**src/rtl/ddr_score_bcd.sv**
```systemverilog
// ddr_score_bcd: dance-game score and combo accumulator.
// Keeps a 4-digit BCD score, a 2-digit BCD current combo and a 2-digit BCD
// best combo. Every digit is held as BCD so it can feed a seven-segment
// decoder directly. One judgement is taken per cycle: miss > perfect > good.
module ddr_score_bcd #(
  parameter int PTS_PERFECT = 3,
  parameter int PTS_GOOD    = 1,
  parameter int BONUS_COMBO = 10
) (
  input  logic       clk,
  input  logic       reset_n,
  input  logic       clear,
  input  logic       active,
  input  logic       hit_perfect,
  input  logic       hit_good,
  input  logic       miss,
  output logic [3:0] score_d3,
  output logic [3:0] score_d2,
  output logic [3:0] score_d1,
  output logic [3:0] score_d0,
  output logic [3:0] combo_d1,
  output logic [3:0] combo_d0,
  output logic [3:0] best_d1,
  output logic [3:0] best_d0,
  output logic       score_sat
);

  localparam logic [3:0] PERFECT_PTS = 4'(PTS_PERFECT);
  localparam logic [3:0] GOOD_PTS    = 4'(PTS_GOOD);
  localparam logic [3:0] BONUS_TENS  = 4'(BONUS_COMBO / 10);
  localparam logic [3:0] BONUS_UNITS = 4'(BONUS_COMBO % 10);

  // One BCD digit add: returns {carry_out, digit}. The inputs never push the
  // raw sum above 19, so a single subtract-10 keeps the digit in 0-9.
  function automatic logic [4:0] bcd_add(input logic [3:0] d,
                                         input logic [3:0] a,
                                         input logic       cin);
    logic [4:0] s;
    logic       c;
    s = {1'b0, d} + {1'b0, a} + {4'b0, cin};
    c = 1'b0;
    if (s > 5'd9) begin
      s = s - 5'd10;
      c = 1'b1;
    end
    return {c, s[3:0]};
  endfunction

  logic       take_miss;
  logic       take_hit;
  logic       bonus;
  logic [3:0] addend;
  logic [4:0] sum0, sum1, sum2, sum3;
  logic       combo_at_max;
  logic [3:0] n_s3, n_s2, n_s1, n_s0;
  logic [3:0] n_c1, n_c0, n_b1, n_b0;
  logic       n_sat;

  // Decode the judgement, form the addend and compute every next-state digit.
  always_comb begin
    take_miss    = active & miss;
    take_hit     = active & ~miss & (hit_perfect | hit_good);
    bonus        = (combo_d1 > BONUS_TENS) ||
                   ((combo_d1 == BONUS_TENS) && (combo_d0 >= BONUS_UNITS));
    addend       = (hit_perfect ? PERFECT_PTS : GOOD_PTS) + {3'b0, bonus};
    sum0         = bcd_add(score_d0, addend, 1'b0);
    sum1         = bcd_add(score_d1, 4'd0, sum0[4]);
    sum2         = bcd_add(score_d2, 4'd0, sum1[4]);
    sum3         = bcd_add(score_d3, 4'd0, sum2[4]);
    combo_at_max = (combo_d1 == 4'd9) && (combo_d0 == 4'd9);

    n_s3  = score_d3;
    n_s2  = score_d2;
    n_s1  = score_d1;
    n_s0  = score_d0;
    n_c1  = combo_d1;
    n_c0  = combo_d0;
    n_sat = score_sat;

    if (clear) begin
      n_s3  = 4'd0;
      n_s2  = 4'd0;
      n_s1  = 4'd0;
      n_s0  = 4'd0;
      n_c1  = 4'd0;
      n_c0  = 4'd0;
      n_sat = 1'b0;
    end else if (take_miss) begin
      n_c1 = 4'd0;
      n_c0 = 4'd0;
    end else if (take_hit) begin
      // Once saturated the score is pinned; otherwise a thousands carry-out
      // means the sum passed 9999.
      if (score_sat || sum3[4]) begin
        n_s3  = 4'd9;
        n_s2  = 4'd9;
        n_s1  = 4'd9;
        n_s0  = 4'd9;
        n_sat = 1'b1;
      end else begin
        n_s3 = sum3[3:0];
        n_s2 = sum2[3:0];
        n_s1 = sum1[3:0];
        n_s0 = sum0[3:0];
      end
      if (!combo_at_max) begin
        if (combo_d0 == 4'd9) begin
          n_c1 = combo_d1 + 4'd1;
          n_c0 = 4'd0;
        end else begin
          n_c0 = combo_d0 + 4'd1;
        end
      end
    end

    // Best follows the new combo in the same cycle whenever it is exceeded.
    n_b1 = best_d1;
    n_b0 = best_d0;
    if ((n_c1 > best_d1) || ((n_c1 == best_d1) && (n_c0 > best_d0))) begin
      n_b1 = n_c1;
      n_b0 = n_c0;
    end
  end

  // Register all digits and the saturation flag; reset clears best too.
  always_ff @(posedge clk or negedge reset_n) begin
    if (!reset_n) begin
      score_d3  <= 4'd0;
      score_d2  <= 4'd0;
      score_d1  <= 4'd0;
      score_d0  <= 4'd0;
      combo_d1  <= 4'd0;
      combo_d0  <= 4'd0;
      best_d1   <= 4'd0;
      best_d0   <= 4'd0;
      score_sat <= 1'b0;
    end else begin
      score_d3  <= n_s3;
      score_d2  <= n_s2;
      score_d1  <= n_s1;
      score_d0  <= n_s0;
      combo_d1  <= n_c1;
      combo_d0  <= n_c0;
      best_d1   <= n_b1;
      best_d0   <= n_b0;
      score_sat <= n_sat;
    end
  end

endmodule

```
**config.mk**
```make
export PLATFORM = sky130hd
export DESIGN_NAME = ddr_score_bcd
export DESIGN_NICKNAME = d
export VERILOG_FILES = /design/src/rtl/ddr_score_bcd.sv
export SDC_FILE = /design/constraint.sdc
export NUM_CORES = 1
export LEC_CHECK = 0
export CORE_MARGIN = 5
export CORE_UTILIZATION = 48
export DETAILED_ROUTE_END_ITERATION = 12
export GPL_ROUTABILITY_DRIVEN = 0
export PLACE_DENSITY = 0.77
export SETUP_SLACK_MARGIN = 0.3
export SLEW_MARGIN = 10
export SYNTH_ARGS = -nofsm -noshare
export SYNTH_HDL_FRONTEND = slang
export SYNTH_SLANG_ARGS = --single-unit
```
**constraint.sdc**
```tcl
create_clock -name clk -period 6.79 [get_ports clk]
set_clock_uncertainty 0.1 [all_clocks]
set_input_delay 1.358 -clock clk [delete_from_list [all_inputs] [get_ports clk]]
set_output_delay 1.358 -clock clk [all_outputs]
set_load 0.01 [all_outputs]
```
; Word-level counts from Yosys, hierarchy flattened
; Index checks and enable logic that the tools add are counted.
; W data, S select, Z words.
[word_totals]
reg_bits = 33
input_bits = 7
word_cells = 87
[classes]
addsub = 11
magnitude_cmp = 8
n_eq_ne = 5
muxes = 39
n_bitwise = 5
reduce_logical = 10
[op_table]
columns = operator, count
row1 = $mux W4, 30
row2 = $gt A5 B4 Y1 const B, 4
row3 = $sub A4 B4 Y4 const B, 4
row4 = $add A4 B1 Y5, 3
row5 = $add A4 B1 Y4 const B, 2
row6 = $eq A4 B4 Y1 const B, 2
row7 = $gt A4 B4 Y1, 2
row8 = $mux W1, 8
row9 = $add A4 B3 Y5, 1
row10 = $eq A4 B1 Y1 const B, 1
row11 = $eq A4 B4 Y1, 1
row12 = $ge A4 B1 Y1 const B, 1
row13 = $gt A4 B1 Y1 const B, 1
row14 = $reduce_bool A2 Y1, 2
row15 = $add A2 B1 Y3, 1
row16 = $and A1 B1 Y1, 3
row17 = $logic_and A1 B1 Y1, 3
row18 = $logic_or A1 B1 Y1, 3
row19 = $reduce_and A3 Y1, 1
row20 = $mux W2, 1
row21 = $ne A2 B2 Y1 const B, 1
row22 = $reduce_and A2 Y1, 1
row23 = $not A1 Y1, 1
row24 = $or A1 B1 Y1, 1

; Depth between registers and ports, before layout
; Gate-level depths: netlist of run 1.
[depth]
ltp_word = 21
mapped_depth = 29
mapped_depth_nobuf = 27

; Worst setup path after synthesis of run 1
; OpenSTA, ideal clock, no wires.
[synth_path]
path_kind = input to register
startpoint = in hit_perfect
endpoint = reg score_d1[2]
setup_time_ns = 0.074
t_arrival_ns = 6.564
t_required_ns = 6.616
slack_ns = 0.052
stages = 23
n_path_buf = 2
path_cell_list = fa_1 -> nor3_1 -> a31oi_1 -> nor3b_2 -> ha_1 -> ha_1 -> clkbuf_1 -> or2_2 -> a21oi_1 -> nor3_1 -> ha_1 -> ha_1 -> o22a_1 -> o22ai_1 -> inv_1 -> ha_1 -> ha_1 -> or2b_1 -> and4b_1 -> or4_1 -> buf_2 -> o32a_1 -> o21ai_2
[synth_via]
elab_chain_len = 19
[synth_lines]
columns = item, line_no
row1 = start: declaration, 14  ; input logic hit_perfect,
row2 = $mux W2, 65  ; addend = (hit_perfect ? PERFECT_PTS : GOOD_PTS) + {3'b0, bonus};
row3 = $add A2 B1 Y3, 65
row4 = $add A4 B3 Y5, 40  ; s = {1'b0, d} + {1'b0, a} + {4'b0, cin};
row5 = $gt A5 B4 Y1, 42  ; if (s > 5'd9) begin
row6 = $mux W1, 42
row7 = $add A4 B1 Y5, 40
row8 = $gt A5 B4 Y1, 42
row9 = $mux W1, 42
row10 = [... 3 more ...], -
row11 = $add A4 B1 Y5, 40
row12 = $gt A5 B4 Y1, 42
row13 = $mux W1, 42
row14 = $logic_or A1 B1 Y1, 94  ; if (score_sat || sum3[4]) begin
row15 = $mux W4, 94
row16 = $mux W4, 91  ; end else if (take_hit) begin
row17 = $mux W4, 88  ; end else if (take_miss) begin
row18 = $mux W4, 80  ; if (clear) begin
row19 = end signal: assignment, 140  ; score_d1 <= n_s1;
row20 = end: declaration, 19  ; output logic [3:0] score_d1,
; Parallel ways exist; a longest one is shown, timed or not. The select of a mux whose other input is x is not followed.
; A chain may end at the register's enable or synchronous reset.

; Worst setup path in the final report of run 1
[layout_path]
startpoint = reg combo_d1[0]
endpoint = reg score_d1[2]
[layout_via]
elab_chain_len = 21
[layout_lines]
columns = item, line_no
row1 = start: declaration, 21  ; output logic [3:0] combo_d1,
row2 = start signal: assignment, 142  ; combo_d1 <= n_c1;
row3 = "parallel branches: the longest is 2 deep, another holds $gt A4 B1 Y1", -
row4 = $logic_or A1 B1 Y1 (*), 63  ; bonus = (combo_d1 > BONUS_TENS) ||
row5 = $add A2 B1 Y3 (*), 65
row6 = $add A4 B3 Y5 (*), 40
row7 = $gt A5 B4 Y1 (*), 42
row8 = $mux W1 (*), 42
row9 = $add A4 B1 Y5 (*), 40
row10 = $gt A5 B4 Y1, 42
row11 = [... 4 more ...], -
row12 = $add A4 B1 Y5, 40
row13 = $gt A5 B4 Y1, 42
row14 = $mux W1, 42
row15 = $logic_or A1 B1 Y1, 94
row16 = $mux W4 (*), 94
row17 = $mux W4 (*), 91
row18 = $mux W4 (*), 88
row19 = $mux W4 (*), 80
; Every way passes the cells marked *. The select of a mux whose other input is x is not followed.

==> results of run 1 <==
worst reg2reg max path, delay by kind of cell, from the launching register on:
| family | cells | cell delay, ns |
|---|---|---|
| DFF | 1 | 0.45 |
| and+or+nand+nor | 8 | 1.96 |
| adders and majority gates | 9 | 2.35 |
| buffers and inverters | 3 | 0.26 |
| AOI/OAI and AO/OA | 6 | 1.02 |
area by class of cell:
cell class / count / area share (%)
Tap cell: 54 / 2.17
Inverter: 26 / 3.13
Timing Repair Buffer: 58 / 17.2
Clock buffer: 7 / 2.77
Clock inverter: 1 / 0.963
Multi-Input combinational cell: 181 / 47.3
Sequential cell: 33 / 26.5
per-layer routing:
layer | global-route usage, % | wire, um | vias to the layer above
li1 | - | - | 997
met1 | 25.1 | 2640 | 969
met2 | 29.7 | 2610 | 36
met3 | 3.63 | 190 | 5
met4 | 6.19 | 72 | 0
met5 | 0 | 0 | -
power by group through the flow:
stage	registers, W	logic, W	clock network [W]
floorplan	0.000207	0.0000371	0
global placement	0.000206	0.0000634	0
detailed placement	0.000206	0.0000660	0
CTS	0.000203	0.0000665	0.000198
global route	0.000203	0.0000736	0.000207
finish	0.000203	0.0000669	0.000193
registers in the layout (all words and copies together), names as in the netlist:
name	cells
score_d0	4
score_d1	4
score_d2	4
score_d3	4
combo_d1	4
combo_d0	4
score_sat	1
best_d0	4
best_d1	4
through the flow:
step | instances | power (W) | TNS (ns)
2_1_floorplan | 248 | 0.000244 | 0
3_3_place_gp | 351 | 0.000270 | 0
3_5_place_dp | 351 | 0.000272 | -0.287
4_1_cts | 359 | 0.000467 | 0
5_1_grt | 360 | 0.000484 | 0
6_report | 360 | 0.000463 | 0
timing repair:
action                     4_1_cts  5_1_grt
hold endpoints to repair         0        0
pin swaps                        1        6
setup endpoints to repair        3       15
setup buffers                    0        1
resized for setup                2       11
cell usage after synthesis, types with 2 or more instances:
cell / n
o32a_1: 2
o22ai_1: 3
nand4b_1: 2
nor4_1: 3
nor3_1: 3
nand3_1: 5
clkbuf_1: 7
nor4b_1: 2
mux2i_1: 7
nand2b_1: 6
o311ai_0: 2
mux2_2: 8
dfrtp_1: 33
a31oi_1: 4
nor2b_1: 3
a21oi_1: 13
nand3b_1: 3
nand2_1: 16
or3_1: 2
o31ai_1: 2
ha_1: 22
o211ai_1: 2
a32oi_1: 2
xnor2_1: 12
o21ai_0: 16
inv_1: 26
nor2_1: 14
a22o_1: 2
final timing paths:
kind,end,cells past startpoint,slack [ns]
max in group asynchronous,combo_d1[1]$_DFF_PN0_,2,4.89
min reg2reg,best_d0[1]$_DFFE_PN0P_,1,0.44
max reg2reg,score_d1[2]$_DFFE_PN0P_,26,0.61
min,best_d0[1]$_DFFE_PN0P_,1,0.44
min in group asynchronous,best_d0[2]$_DFFE_PN0P_,2,1.37
max,score_d1[2]$_DFFE_PN0P_,26,0.61
logic make-up (layout without fill, tap and decap cells):
group / count (synthesis) / in the layout / share of synthesized area [%]
buf+inv: 34 / 92 / 5.58
compound gates: 60 / 60 / 16.9
fa+ha+maj: 23 / 23 / 12.8
simple gates: 71 / 71 / 17.5
mux: 15 / 15 / 6.94
xor+xnor: 12 / 12 / 4.55
flops: 33 / 33 / 35.8
==> metrics.cfg, run 1 <==
[run_status]
outcome = complete, no violations

[worst_setup_path]
critPathTopFamily = adder cells
crit_type = reg2reg
reg2reg_from = combo_d1[0]$_DFF_PN0_
cp-end-kind = flop
max_stage_delay_ns = 0.61
cp_data_arrival_time_ns = 6.30
startpoint = combo_d1[0]$_DFF_PN0_
crit_path_frequent_cell = ha_4
crit_buf_inv = 3
startpoint_type = flop
required_ns = 6.91
cp_max_fo = 8
cp_slowest_cell = fa_2

[grt]
grt.overflow.total = 0
antenna_found_initial = 0
grt_first_pass_wirelength_um = 9270
grt_start_max_net_pins = 34
grt_pass1_vias = 1995
grt_usage_pct = 18.6

[route]
routedWlPerCell_um = 15.3
num_vias = 2007
drt-pass1-iter-count = 4
wirelength_um = 5510
ant_nets = 0
via_per_inst = 5.58
dr.first_iter.drc_count = 127
drcViolationCount = 0

[timing]
worst_slew_pin_slew_ns = 0.862
finalHoldViolations = 0
rsz0062_at_grt = no
timing.hold.ws_ns = 0.438
setup_viol = 0
maxSlewHeadroom_pct = 42.5
slew_violations = 0
max_freq_mhz = 162
period_minus_slack_ns = 6.18
setup_ws_ns = 0.611
period_share_pct = 91.0

[layout]
multiInputGateArea_um2 = 1470
register_area_um2 = 827
layout-drive-gt1-share_pct = 18.3
syn_to_final_growth_pct = 35.1
layout_common_cells = 38 x clkdlybuf4s50_1, 32 x dfrtp_1, 26 x inv_1, 19 x buf_4
layout_commonest_cell = clkdlybuf4s50_1
num-fill-cells = 370
fin_nets = 335
design_area_um2 = 3120
n_antenna_cell = 0
post-route-util_pct = 66.5

[floorplanning]
initial_core_util_pct = 49.2
core_area_um2 = 4690
fp.dieW_um = 79.4
rows = 25
die_area_um2 = 6300
io_pins = 40
die_y_um = 79.4

[logic_synthesis]
synth.ff_latch_count = 33
synth_top_flop_cell = dfrtp_1
syn-instance-count = 248
synth_top_area_share_pct = 35.8
syn_nets = 278
syn_area_per_cell_um2 = 9.31
synth_area_um2 = 2310
yosysWarnings = 0
netlist_top_cells_area = dfrtp_1 36%, ha_1 12%, xnor2_1 4.6%, inv_1 4.2%, mux2_2 3.9%
yosysTopAreaCell = dfrtp_1
async_flop_share_pct = 100
seq_area_frac_synth_pct = 35.8
synth_edf_count = 0
synth_cell_types = 54

[power]
power.switching_w = 0.000112
p_comb_share_pct = 14.5
irDropWorstVdd_v = 0.000126
power_leakage_nw = 1.31
power_density_nw_per_um2 = 148
clkPwrFrac_pct = 41.7
swShare_pct = 24.2
p_seq_share_pct = 43.8
p_int_w = 0.000350

[cts]
clock_latency_ns = 0.29
ctsHtreeMaxLevel = 2
cts_root_buf = clkbuf_8
clkSinkCount = 33
cts_buffers = 5
cts_hold_buf = 0
cts_max_path_buffers = 2
cts.clk_slew.worst_paths_ns = 0.07
cts_tree = built

[hold_path]
min_from = best_d0[1]$_DFFE_PN0P_
hp-class = reg2reg

[placement]
portBuffers = 39
place_area_um2 = 2910
hpwl_um = 4090
post-place-ws_ns = -0.108

[flow_run]
drv_cap = 0

Note: power is estimated with default switching activity, not from simulation.
==> run 2, diff against run 1 <==
--- a/config.mk
+++ b/config.mk
@@ -6,9 +6,10 @@
 export NUM_CORES = 1
 export LEC_CHECK = 0
-export CORE_MARGIN = 5
-export CORE_UTILIZATION = 48
+export CORE_MARGIN = 1
+export CORE_UTILIZATION = 50
+export CTS_BUF_LIST = sky130_fd_sc_hd__clkbuf_4 sky130_fd_sc_hd__clkbuf_8
 export DETAILED_ROUTE_END_ITERATION = 12
 export GPL_ROUTABILITY_DRIVEN = 0
-export PLACE_DENSITY = 0.77
+export PLACE_DENSITY = 0.8
 export SETUP_SLACK_MARGIN = 0.3
 export SLEW_MARGIN = 10
==> constraint.sdc (replaced) <==
create_clock -name clk -period 6.79 [get_ports clk]
set_clock_uncertainty 0.1 [all_clocks]
set_input_delay 0.679 -clock clk [delete_from_list [all_inputs] [get_ports clk]]
set_output_delay 0.679 -clock clk [all_outputs]
set_load 0.01 [all_outputs]
==> run 2 against run 1 <==
Clock-buffer cell count unchanged. Critical path depth down 1. Flip-flop and latch count unchanged. Largest cell class unchanged. Register-to-register slack improved by 0.03 ns. Largest power group unchanged. Die area decreased by 22%. Critical endpoint unchanged. Critical path type unchanged. Sequential power about the same.
==> metrics.cfg, run 2 (synthesized netlist as in run 1, its figures left out) <==
[run_status]
outcome = complete, no violations

[grt]
grt_util_met3_pct = 4.76  ; +1.1 points
grt.overflow.total = 0  ; unchanged
antenna_found_initial = 0  ; unchanged
busiest_layer = met2
grt_usage_pct = 23.0  ; +4.4 points
grt_pass1_vias = 1915  ; -4.0%
grt_first_pass_wirelength_um = 9030  ; -2.6%
grtUsageMet2_pct = 34.7  ; +5.0 points
grt_start_max_net_pins = 34  ; unchanged
grt.met1_usage_pct = 33.2  ; +8.2 points

[cts]
cts_root_buf = clkbuf_8
cts_buffers = 5  ; unchanged
cts_max_path_buffers = 2  ; unchanged
cts.clk_slew.worst_paths_ns = 0.08  ; about the same
ctsHtreeMaxLevel = 2  ; unchanged
clock_latency_ns = 0.29  ; about the same
cts_tree = built
clkSinkCount = 33  ; unchanged

[layout]
fin_nets = 328  ; -2.1%
n_antenna_cell = 0  ; unchanged
stdcell_count = 351  ; -2.5%
multiInputGateArea_um2 = 1440  ; -2.2%
layout-drive-gt1-share_pct = 17.7  ; -0.57 points
layout_common_cells = 39 x clkdlybuf4s50_1, 32 x dfrtp_1, 25 x inv_1, 16 x nand2_1, 16 x o21ai_0
layout_commonest_cell = clkdlybuf4s50_1
syn_to_final_growth_pct = 31.3
num-fill-cells = 352  ; -4.9%
register_area_um2 = 827  ; unchanged

[floorplanning]
io_pins = 40  ; unchanged
core_area_um2 = 4380  ; -6.6%
die_area_um2 = 4890  ; -22%
initial_core_util_pct = 52.7  ; +3.5 points
die_y_um = 69.9  ; -12%
rows = 24  ; -4.0%
fp.dieW_um = 69.9  ; -12%

[route]
wirelength_um = 5360  ; -2.7%
ant_nets = 0  ; unchanged
routedWlPerCell_um = 15.3  ; -0.24%
num_vias = 2066  ; +2.9%
dr.first_iter.drc_count = 155  ; +22%
via_per_inst = 5.89  ; +5.6%
drt-pass1-iter-count = 4  ; unchanged
drcViolationCount = 0  ; unchanged

[timing]
setup_viol = 0  ; unchanged
tns_ns = 0  ; unchanged
finalHoldViolations = 0  ; unchanged
worst_slew_pin_slew_ns = 0.948  ; +0.0858 ns
maxSlewHeadroom_pct = 36.6  ; -6.0 points
max_freq_mhz = 163  ; +0.43%
period_share_pct = 90.6  ; -0.39 points
period_minus_slack_ns = 6.15  ; -0.0265 ns
rsz0062_at_grt = no
slew_violations = 0  ; unchanged

[hold_path]
hp-class = reg2reg

[worst_setup_path]
cp_data_arrival_time_ns = 6.28  ; -0.02 ns
cp-end-kind = flop
required_ns = 6.92  ; about the same
startpoint_type = flop
cp_max_fo = 8  ; unchanged
crit_type = reg2reg

[flow_run]
drv_cap = 0  ; unchanged

[power]
power_leakage_nw = 1.28  ; -2.7%
power_density_nw_per_um2 = 153  ; +3.4%
irDropWorstVdd_v = 0.000118  ; -6.6%

[placement]
portBuffers = 39  ; unchanged
dp.cells = 338  ; -3.7%
hpwl_um = 3740  ; -8.7%

[run 2: layout make-up]
type,count,share of cell area (%)
Clock buffer,7,2.97
Clock inverter,1,0.991
Inverter,26,3.22
Multi-Input combinational cell,181,47.5
Sequential cell,33,27.3
Tap cell,52,2.15
Timing Repair Buffer,51,15.8
[run 2: timing repair]
| item | CTS | global route |
|---|---|---|
| endpoints found under the setup margin | 8 | 17 |
| endpoints found under the hold margin | 0 | 0 |
| pin swaps | 1 | 10 |
| gates resized for setup | 8 | 12 |
| buffers inserted | 2 | 3 |
| hold buffers | 0 | 0 |
[run 2: worst paths after layout]
path / depth (start not counted) / from / end / slack [ns]
min: 1 / best_d1[2]$_DFFE_PN0P_ / best_d1[2]$_DFFE_PN0P_ / 0.43
max: 25 / combo_d1[0]$_DFF_PN0_ / score_d1[2]$_DFFE_PN0P_ / 0.64
min in group asynchronous: 2 / reset_n / score_d0[1]$_DFFE_PN0P_ / 0.71
max in group asynchronous: 2 / reset_n / combo_d1[0]$_DFF_PN0_ / 5.55
min reg2reg: 1 / best_d1[2]$_DFFE_PN0P_ / best_d1[2]$_DFFE_PN0P_ / 0.43
max reg2reg: 25 / combo_d1[0]$_DFF_PN0_ / score_d1[2]$_DFFE_PN0P_ / 0.64
[run 2: power breakdown]
group	internal, W	total [W]	leakage, nW	switching [W]
clock network	0.000124	0.000197	0.0619	0.0000734
registers	0.000199	0.000202	0.458	0.00000306
logic	0.0000307	0.0000657	0.760	0.0000350
[run 2: metrics by stage]
stage / hold slack (ns) / total power, W / setup WS (ns) / util (%) / instance area, um2
after global placement: 0.415 / 0.000267 / 0.203 / 63.9 / 2800
after floorplan: 0.283 / 0.000244 / 0.328 / - / 2330
final: 0.433 / 0.000465 / 0.638 / 69.1 / 3030
after global routing: 0.448 / 0.000489 / 0.277 / 69.1 / 3030
after CTS: 0.434 / 0.000468 / 0.305 / 67.8 / 2970
after detailed placement: 0.418 / 0.000267 / 0.0195 / 63.9 / 2800
[run 2: routing by layer]
| layer | up-vias | part of all wire, % |
|---|---|---|
| met5 | - | 0 |
| met1 | 1008 | 49 |
| met4 | 0 | 1.6 |
| met2 | 61 | 45 |
| met3 | 8 | 4.4 |
| li1 | 989 | - |
[run 2: worst max-delay path, stage by stage (launching register included)]
cell	delay, ns
dfrtp_2	0.44
ha_2	0.20
nor4b_2	0.27
ha_2	0.23
inv_1	0.07
fa_2	0.50
nand2b_1	0.18
a21oi_2	0.18
nor3b_4	0.06
ha_2	0.20
ha_2	0.36
nand2b_1	0.16
a21oi_2	0.08
nor3_2	0.25
ha_2	0.27
ha_4	0.23
o22a_1	0.21
o22ai_2	0.11
inv_1	0.07
ha_2	0.20
ha_1	0.30
and2b_1	0.16
o21a_1	0.19
or4_4	0.58
o32a_1	0.39
o21ai_2	0.10
==> run 3, diff against run 2 <==
Settings changed: CAP_MARGIN from default to 10, GPL_TIMING_DRIVEN from default to 0.
==> run 3 against run 2 <==
Clock-buffer cell count stayed put. Worst hold slack worse by 0.070 ns. Via count fell by 2.2%. Fmax down 2.0%. Clock power barely moved. Flip-flop and latch count unchanged. Total power about the same. Sequential share of layout area is 0.52 points lower. Global-route usage is 0.29 points lower. Critical path type unchanged. Critical endpoint unchanged.
==> metrics.cfg, run 3 (synthesized netlist as in run 1, its figures left out) <==
[grt]
grt_usage_pct = 22.7  ; -0.29 points
grt_first_pass_wirelength_um = 8850  ; -2.0%
antenna_found_initial = 0  ; unchanged
grt_start_max_net_pins = 34  ; unchanged
grt_pass1_vias = 1827  ; -4.6%
grt.overflow.total = 0  ; unchanged

[worst_setup_path]
cp_max_fo = 8  ; unchanged
crit_type = reg2reg
startpoint_type = flop
cp_data_arrival_time_ns = 6.39  ; +0.11 ns
critPathTopFamily = adder cells
cp_slowest_cell = fa_2
crit_buf_inv = 4  ; +2
max_stage_delay_ns = 0.58  ; about the same
cp-end-kind = flop
required_ns = 6.90  ; -0.02 ns

[timing]
max_freq_mhz = 159  ; -2.0%
period_minus_slack_ns = 6.28  ; +0.123 ns
maxSlewHeadroom_pct = 42.8  ; +6.2 points
finalHoldViolations = 0  ; unchanged
setup_viol = 0  ; unchanged
tns_ns = 0  ; unchanged
rsz0062_at_grt = no
slew_violations = 0  ; unchanged
worst_slew_pin_slew_ns = 0.858  ; -0.0899 ns
period_share_pct = 92.4  ; +1.8 points
timing.hold.ws_ns = 0.363  ; -0.0697 ns

[cts]
ctsHtreeMaxLevel = 2  ; unchanged
cts_root_buf = clkbuf_8
cts_tree = built
cts.clk_slew.worst_paths_ns = 0.07  ; about the same
clkSinkCount = 33  ; unchanged
cts_max_path_buffers = 2  ; unchanged
clock_latency_ns = 0.28  ; about the same
cts_buffers = 5  ; unchanged
cts_hold_buf = 0  ; unchanged

[route]
routedWlPerCell_um = 15.3  ; about the same
dr.first_iter.drc_count = 99  ; -36%
num_vias = 2020  ; -2.2%
wirelength_um = 5450  ; +1.7%
ant_nets = 0  ; unchanged
via_per_inst = 5.66  ; -3.9%
drcViolationCount = 0  ; unchanged
drt-pass1-iter-count = 4  ; unchanged

[layout]
design_area_um2 = 3090  ; +1.9%
num-fill-cells = 323  ; -8.2%
layout-drive-gt1-share_pct = 18.4  ; +0.63 points
layout_common_cells = 38 x clkdlybuf4s50_1, 32 x dfrtp_1, 24 x inv_1
n_antenna_cell = 0  ; unchanged
syn_to_final_growth_pct = 33.9
fin_nets = 334  ; +1.8%
layout_commonest_cell = clkdlybuf4s50_1
stdcell_count = 357  ; +1.7%

[power]
p_int_w = 0.000354  ; +0.21%
p_comb_share_pct = 14.4  ; +0.3 points
power.switching_w = 0.000111  ; -0.30%
swShare_pct = 23.9  ; -0.092 points
irDropWorstVdd_v = 0.000167  ; +42%
power_density_nw_per_um2 = 151  ; -1.8%
clkPwrFrac_pct = 42.2  ; -0.2 points
p_seq_share_pct = 43.5  ; about the same
power_leakage_nw = 1.29  ; +1.1%

[placement]
portBuffers = 39  ; unchanged
dp.cells = 339  ; +0.30%
hpwl_um = 3620  ; -3.0%
place_area_um2 = 2780  ; -0.94%

[floorplanning]
core_area_um2 = 4380  ; unchanged
rows = 24  ; unchanged
initial_core_util_pct = 52.7  ; unchanged
die_y_um = 69.9  ; unchanged
io_pins = 40  ; unchanged
die_area_um2 = 4890  ; unchanged
fp.dieW_um = 69.9  ; unchanged

[hold_path]
hp-class = in2async

[flow_run]
drv_cap = 0  ; unchanged

[run_status]
outcome = complete, no violations

run 3: layout make-up:
| class | count | area [um2] | area share (%) |
|---|---|---|---|
| Clock inverter | 1 | 30.0 | 0.972 |
| Multi-Input combinational cell | 181 | 1480 | 47.8 |
| Tap cell | 52 | 65.1 | 2.11 |
| Timing Repair Buffer | 49 | 460 | 14.9 |
| Sequential cell | 33 | 827 | 26.8 |
| Clock buffer | 7 | 90.1 | 2.91 |
| Inverter | 26 | 97.6 | 3.16 |
| Buffer | 8 | 42.5 | 1.38 |
run 3: final timing paths:
path / startpoint / to / slack (ns) / cells past startpoint
setup / recovery: combo_d1[0]$_DFF_PN0_ / score_d1[2]$_DFFE_PN0P_ / 0.51 / 27
hold / removal: reset_n / best_d1[1]$_DFFE_PN0P_ / 0.36 / 1
setup reg to reg: combo_d1[0]$_DFF_PN0_ / score_d1[2]$_DFFE_PN0P_ / 0.51 / 27
hold reg to reg: best_d1[1]$_DFFE_PN0P_ / best_d1[1]$_DFFE_PN0P_ / 0.44 / 1
max in group asynchronous: reset_n / combo_d1[0]$_DFF_PN0_ / 5.70 / 1
min in group clk: best_d1[1]$_DFFE_PN0P_ / best_d1[1]$_DFFE_PN0P_ / 0.44 / 1
run 3: per-stage QoR:
step	utilization [%]	total power, W	setup slack (ns)
2_1_floorplan	-	0.000244	0.328
3_3_place_gp	63.4	0.000266	-0.390
3_5_place_dp	63.3	0.000267	-0.462
4_1_cts	69.0	0.000465	0.301
5_1_grt	70.5	0.000484	0.302
6_report	70.5	0.000466	0.515
run 3: repair_timing:
| action | 4_1_cts | 5_1_grt |
|---|---|---|
| gates resized for setup | 17 | 12 |
| pin swaps | 4 | 7 |
| setup buffers | 7 | 3 |
| setup endpoints to repair | 17 | 17 |
| cloned | 0 | 0 |
run 3: metal layers:
metal  wire length [um]  track usage (%)  vias up  part of all wire, %
met5                  0                0        -                    0
met4                 46             5.33        0                 0.84
met3                169             3.17        4                  3.1
met2               2580             36.1       38                   47
met1               2660             32.7      971                   49
li1                   -                -     1007                    -
run 3: power groups by stage:
stage	registers (W)	clock network, W	logic (W)
4_1_cts	0.000202	0.000197	0.0000655
3_5_place_dp	0.000206	0	0.0000607
6_report	0.000202	0.000196	0.0000670
3_3_place_gp	0.000206	0	0.0000601
2_1_floorplan	0.000207	0	0.0000367
5_1_grt	0.000203	0.000207	0.0000736
